$ cat src/rtl/uart_controller_read_if.sv
// Serial receive bus: the asynchronous line in, the received byte and status pulses out.
interface uart_controller_read_if;
    logic       uart_pin;
    logic [7:0] read_data;
    logic       data_valid;
    logic       frame_error;
    logic       busy;

    modport master (
        output uart_pin,
        input  read_data,
        input  data_valid,
        input  frame_error,
        input  busy
    );

    modport slave (
        input  uart_pin,
        output read_data,
        output data_valid,
        output frame_error,
        output busy
    );
endinterface

$ cat src/rtl/uart_controller_read.sv
// UART 8N1 receiver with 2-flop input synchronizer and mid-bit sampling.
// Optional macro UART_RX_MAJORITY_EN: 2-of-3 majority vote around each sample point.
module uart_controller_read #(
    parameter int baud_rate      = 921600,
    parameter int sys_clock_freq = 50000000
) (
    input  logic                   clk,
    input  logic                   rst,
    uart_controller_read_if.slave  bus
);

    localparam int BIT   = sys_clock_freq / baud_rate;
    localparam int HALF  = BIT / 2;
    localparam int CNT_W = (BIT > 1) ? $clog2(BIT) : 1;

`ifdef UART_RX_MAJORITY_EN
    // The vote needs the sample after the nominal point, so every decision slips one cycle.
    localparam logic [CNT_W-1:0] START_PT = CNT_W'(HALF);
`else
    localparam logic [CNT_W-1:0] START_PT = CNT_W'(HALF - 1);
`endif
    localparam logic [CNT_W-1:0] BIT_PT = CNT_W'(BIT - 1);

    typedef enum logic [2:0] {IDLE, START, DATA, STOP, WAIT_IDLE} state_t;

    state_t           r_state;
    logic [CNT_W-1:0] r_cnt;
    logic [2:0]       r_bit_idx;
    logic [7:0]       r_shift;
    logic [7:0]       r_read_data;
    logic             r_data_valid;
    logic             r_frame_error;
    logic             r_busy;
    logic             r_sync1;
    logic             r_sync2;
    logic             w_rx_s;
    logic             w_bit;

    always_ff @(posedge clk) begin
        if (rst) begin
            r_sync1 <= 1'b1;
            r_sync2 <= 1'b1;
        end else begin
            r_sync1 <= bus.uart_pin;
            r_sync2 <= r_sync1;
        end
    end

    assign w_rx_s = r_sync2;

`ifdef UART_RX_MAJORITY_EN
    logic r_d1;
    logic r_d2;

    always_ff @(posedge clk) begin
        if (rst) begin
            r_d1 <= 1'b1;
            r_d2 <= 1'b1;
        end else begin
            r_d1 <= w_rx_s;
            r_d2 <= r_d1;
        end
    end

    assign w_bit = (w_rx_s & r_d1) | (w_rx_s & r_d2) | (r_d1 & r_d2);
`else
    assign w_bit = w_rx_s;
`endif

    always_ff @(posedge clk) begin
        if (rst) begin
            r_state       <= IDLE;
            r_cnt         <= '0;
            r_bit_idx     <= '0;
            r_shift       <= '0;
            r_read_data   <= 8'h00;
            r_data_valid  <= 1'b0;
            r_frame_error <= 1'b0;
            r_busy        <= 1'b0;
        end else begin
            r_data_valid  <= 1'b0;
            r_frame_error <= 1'b0;
            case (r_state)
                IDLE: begin
                    r_cnt <= '0;
                    if (!w_rx_s) begin
                        r_state <= START;
                        r_busy  <= 1'b1;
                    end
                end
                START: begin
                    if (r_cnt == START_PT) begin
                        r_cnt <= '0;
                        if (w_bit) begin
                            r_state <= IDLE;
                            r_busy  <= 1'b0;
                        end else begin
                            r_state   <= DATA;
                            r_bit_idx <= '0;
                        end
                    end else begin
                        r_cnt <= r_cnt + 1'b1;
                    end
                end
                DATA: begin
                    if (r_cnt == BIT_PT) begin
                        r_cnt     <= '0;
                        r_shift   <= {w_bit, r_shift[7:1]};
                        r_bit_idx <= r_bit_idx + 1'b1;
                        if (r_bit_idx == 3'd7) begin
                            r_state <= STOP;
                        end
                    end else begin
                        r_cnt <= r_cnt + 1'b1;
                    end
                end
                STOP: begin
                    if (r_cnt == BIT_PT) begin
                        r_cnt <= '0;
                        if (w_bit) begin
                            r_read_data  <= r_shift;
                            r_data_valid <= 1'b1;
                            r_state      <= IDLE;
                            r_busy       <= 1'b0;
                        end else begin
                            r_frame_error <= 1'b1;
                            r_state       <= WAIT_IDLE;
                        end
                    end else begin
                        r_cnt <= r_cnt + 1'b1;
                    end
                end
                WAIT_IDLE: begin
                    // A broken frame must not re-trigger on the still-low line.
                    if (w_rx_s) begin
                        r_state <= IDLE;
                        r_busy  <= 1'b0;
                    end
                end
                default: begin
                    r_state <= IDLE;
                    r_busy  <= 1'b0;
                end
            endcase
        end
    end

    assign bus.read_data   = r_read_data;
    assign bus.data_valid  = r_data_valid;
    assign bus.frame_error = r_frame_error;
    assign bus.busy        = r_busy;

endmodule
$ cat src/flat_wrapper.sv
// flat-port wrapper written by rule: the top's interface ports become plain ports
module uart_controller_read_flat 
#(
    parameter int baud_rate      = 921600,
    parameter int sys_clock_freq = 50000000
)
  (clk, rst, bus_uart_pin, bus_read_data, bus_data_valid, bus_frame_error, bus_busy);
  uart_controller_read_if bus_i ();
  input  logic clk;
  input  logic rst;
  input wire logic [$bits(bus_i.uart_pin)-1:0] bus_uart_pin;
  output wire logic [$bits(bus_i.read_data)-1:0] bus_read_data;
  output wire logic [$bits(bus_i.data_valid)-1:0] bus_data_valid;
  output wire logic [$bits(bus_i.frame_error)-1:0] bus_frame_error;
  output wire logic [$bits(bus_i.busy)-1:0] bus_busy;
  assign bus_i.uart_pin = bus_uart_pin;
  assign bus_read_data = bus_i.read_data;
  assign bus_data_valid = bus_i.data_valid;
  assign bus_frame_error = bus_i.frame_error;
  assign bus_busy = bus_i.busy;
  uart_controller_read #(.baud_rate(baud_rate), .sys_clock_freq(sys_clock_freq)) u_core (.clk(clk), .rst(rst), .bus(bus_i));
endmodule
$ cat config.mk
export PLATFORM = sky130hd
export DESIGN_NAME = uart_controller_read_flat
export DESIGN_NICKNAME = d
export VERILOG_FILES = /design/src/rtl/uart_controller_read_if.sv /design/src/rtl/uart_controller_read.sv /design/src/flat_wrapper.sv
export SDC_FILE = /design/constraint.sdc
export NUM_CORES = 1
export LEC_CHECK = 0
export CORE_ASPECT_RATIO = 1.5
export CORE_MARGIN = 3
export CORE_UTILIZATION = 60
export DETAILED_ROUTE_END_ITERATION = 8
export PLACE_DENSITY = 0.89
export SYNTH_ARGS = -nofsm -noshare
export SYNTH_HDL_FRONTEND = slang
export SYNTH_SLANG_ARGS = --single-unit
$ cat constraint.sdc
create_clock -name clk -period 3.7 [get_ports clk]
set_input_delay 1.11 -clock clk [delete_from_list [all_inputs] [get_ports clk]]
set_output_delay 1.11 -clock clk [all_outputs]
set_load 0.005 [all_outputs]
==> impl_results.md <==
- WL per Instance: ~15 um
- FMAX: 398 MHz
- Vias per std cell: 6.04
- Clk sinks: 33
- Hold EP: u_core.r_sync2
- Worst-Margin Slew: 0.626 ns
- Die area: roughly 3200 sq um
- Total track usage: 23.2%
- R2R setup slack: 1.79 ns
- Initial antenna violation count: 0
- Iteration count of the initial detailed-routing pass: 4
- DRT iter0 DRCs: 43
- DRC: 0
- Worst setup EP type: flip-flop
- Worst R2R Path Depth: 4
- Chip Width: 46.9 um
- R2R Path Start: u_core.r_cnt[2]
- Max-cap violations: 0
- Placed inst area: 1640 sq um
- Hold WC Path Type: reg2reg
- Clock transition at path regs: 0.11 ns
- Tcrit/Tclk final: 67.9%
- Post-synth EDFFs: 0
- CP peak stage delay: about 0.65 ns
- Setup_tns: 0 ns
- Die span in y: 67.3 um
- Cts hold-fix bufs: 0
- Setup CP Type: in2reg
- TritonCTS Buffers: 5
- # setup viols final: 0
- Initial Utilization: approximately 65%
- Worst-Skew Late Latency: approximately 0.34 ns
- Nets: approximately 180
- Synthesized area per cell: 9.53 sq um
- Largest net degree at the start of global routing: 19
- Flops & latches, synth: 33
- Core ar.: about 2300 sq um
- DP HPWL: 2120 um
- Vias in the first global route: 1,209
- Leakage: ~0.70 nW
- Worst hold path cell count: 1
- Final Slew Violations: 0
- Post-Synthesis Net Count: 166
- Cts repair resizes: 0
- Via count: 1,196
- Post-route antenna net violation count: 0
- Cell area after layout: approximately 1700 sq um
- Reg2reg end: u_core.bus.read_data[4]
- Required time of the critical path: 3.96 ns
- YS warnings: 0
- Post-synth top flop: dfxtp_1
- Share of synthesized registers carrying an async set or reset: 0%
- IO Count: 14
- Peak VDD IR: 0.362 mV
- Status: completed
- Post-synthesis sequential area ratio: 43.9%
- Clk buf depth: 2
- Layout area overhead: 15.1%
- Synth Instances: 158
- Unrepaired setup endpoints after global routing: no
- Crit-path max FO: 14
- CP Launch Type: input pin
- Antenna diodes: 0
- Hold Path Origin: u_core.r_sync1
- Min cycle time layout: 2.51 ns
- CP Cell Sequence: clkdlybuf4s50_1, or3b_1, a21oi_1, nor2_1, o311ai_2
- Root buf cell: clkbuf_4
- Layout Skew: 0.0103 ns
- First-pass GRT wire length: ~5300 um
- Netlist cell types: 41
- CP max-delay cell: clkdlybuf4s50_1
- # rows: 21
- GP Congestion: 0.832
- CTS H-tree lvls: 2
- Post-CTS Setup Bufs: 0
- Cell area after synthesis: about 1500 sq um
- IO Port Bufs: 13
- Hold Violations, Final: 0
- Drt total wl: 2900 um
- CTS tree: built
- Gr ovfl total: 0
- CP Data Arrival Time: 2.77 ns
- Slew HR: about three fifths
- Pwr Density: ~390 nW/um^2
- Layout cells sized above 1: 14.9%
-- synth_stat cells (2+ instances only) --
cell type	count	area share, %
ha_1	5	4.2
dfxtp_1	33	44
o22ai_1	2	0.83
a32oi_1	2	1.2
nand3_1	6	2.0
a21oi_1	10	3.3
nand2_1	11	2.7
nor2_1	20	5.0
a211oi_1	2	1.0
clkbuf_1	3	0.75
nor3_1	5	1.7
inv_2	3	0.75
o21ai_0	3	1.0
or2_2	4	1.7
nand2b_1	3	1.2
inv_1	4	1.0
nand4_1	3	1.2
mux2i_1	16	11
-- state kept, by name (all words and copies together) (netlist names) --
register                flops
u_core.bus.busy             1
u_core.bus.data_valid       1
u_core.bus.frame_error      1
u_core.bus.read_data        8
u_core.r_bit_idx            3
u_core.r_cnt                6
u_core.r_shift              8
u_core.r_state              3
u_core.r_sync1              1
u_core.r_sync2              1
-- kinds of logic (layout without fill, tap and decap cells) --
family | after synthesis | after routing | share of synthesized area [%]
muxes | 16 | 16 | 10.6
AOI/OAI and AO/OA | 27 | 27 | 13.1
DFF | 33 | 33 | 43.9
adders and majority gates | 6 | 6 | 4.82
buffers and inverters | 13 | 30 | 4.07
xor gates and xnor gates | 1 | 1 | 0.582
and+or+nand+nor | 62 | 62 | 22.9
-- where the power goes --
group          switching (mW)  total (mW)  internal (mW)
clock network           0.125       0.286          0.160
logic                  0.0127      0.0242         0.0114
registers             0.00412       0.363          0.358
-- metrics by stage --
step | util (%) | worst slack [ns] | power [mW] | hold slack, ns | cells
finish | 74.9 | 1.19 | 0.672 | 0.429 | 198
global route | 74.9 | 1.09 | 0.694 | 0.455 | 198
CTS | 74.9 | 1.23 | 0.676 | 0.436 | 198
detailed placement | 71.1 | 0.878 | 0.395 | 0.408 | 190
global placement | 71.1 | 0.916 | 0.394 | 0.404 | 190
floorplan | - | 1.69 | 0.386 | 0.389 | 158
-- worst max-delay path: cells and delay by family --
| family | cells | cell delay, ns |
|---|---|---|
| AO/OA/AOI/OAI | 2 | 0.44 |
| buffers and inverters | 1 | 0.65 |
| AND/OR/NAND/NOR | 2 | 0.57 |
-- metal layers --
metal,vias up,global-route usage (%),part of all wire (%)
met5,-,0,0
met4,0,12.5,2.0
met3,9,7.47,5.7
met2,38,36.9,51
met1,560,26.8,41
li1,589,-,-
-- how the worst max path moves through the flow --
stage / slack [ns] / startpoint / depth (start not counted) / endpoint
4_1_cts: 1.23 / rst / 5 / u_core.r_cnt[2]
6_report: 1.19 / rst / 5 / u_core.r_cnt[2]
3_5_place_dp: 0.88 / rst / 5 / u_core.r_cnt[2]
2_1_floorplan: 1.69 / rst / 4 / u_core.r_cnt[2]
3_3_place_gp: 0.92 / rst / 5 / u_core.r_cnt[2]
5_1_grt: 1.09 / rst / 5 / u_core.r_cnt[2]
-- placed cells by master (no fill, tap or decap), types with 2 or more instances in the layout --
| cell type | count |
|---|---|
| o22ai_1 | 2 |
| or2_2 | 4 |
| nor2_1 | 20 |
| clkbuf_4 | 5 |
| nand2b_1 | 3 |
| dfxtp_1 | 33 |
| a21oi_1 | 10 |
| inv_1 | 4 |
| nor3_1 | 5 |
| clkdlybuf4s50_1 | 13 |
| inv_2 | 3 |
| ha_1 | 5 |
| o21ai_0 | 3 |
| nand4_1 | 3 |
| mux2i_1 | 16 |
| a32oi_1 | 2 |
| a211oi_1 | 2 |
| nand3_1 | 6 |
| nand2_1 | 11 |
| buf_4 | 2 |
-- final cells by class --
cell class | count | area [sq um]
multi-input cells | 112 | 783
clock inverters | 2 | 37.5
fillers | 160 | 579
clock buffers | 6 | 51.3
flip-flops and latches | 33 | 661
repair buffers | 15 | 145
well taps | 23 | 28.8
inverters | 7 | 26.3
(Power assumes the default switching activity.)
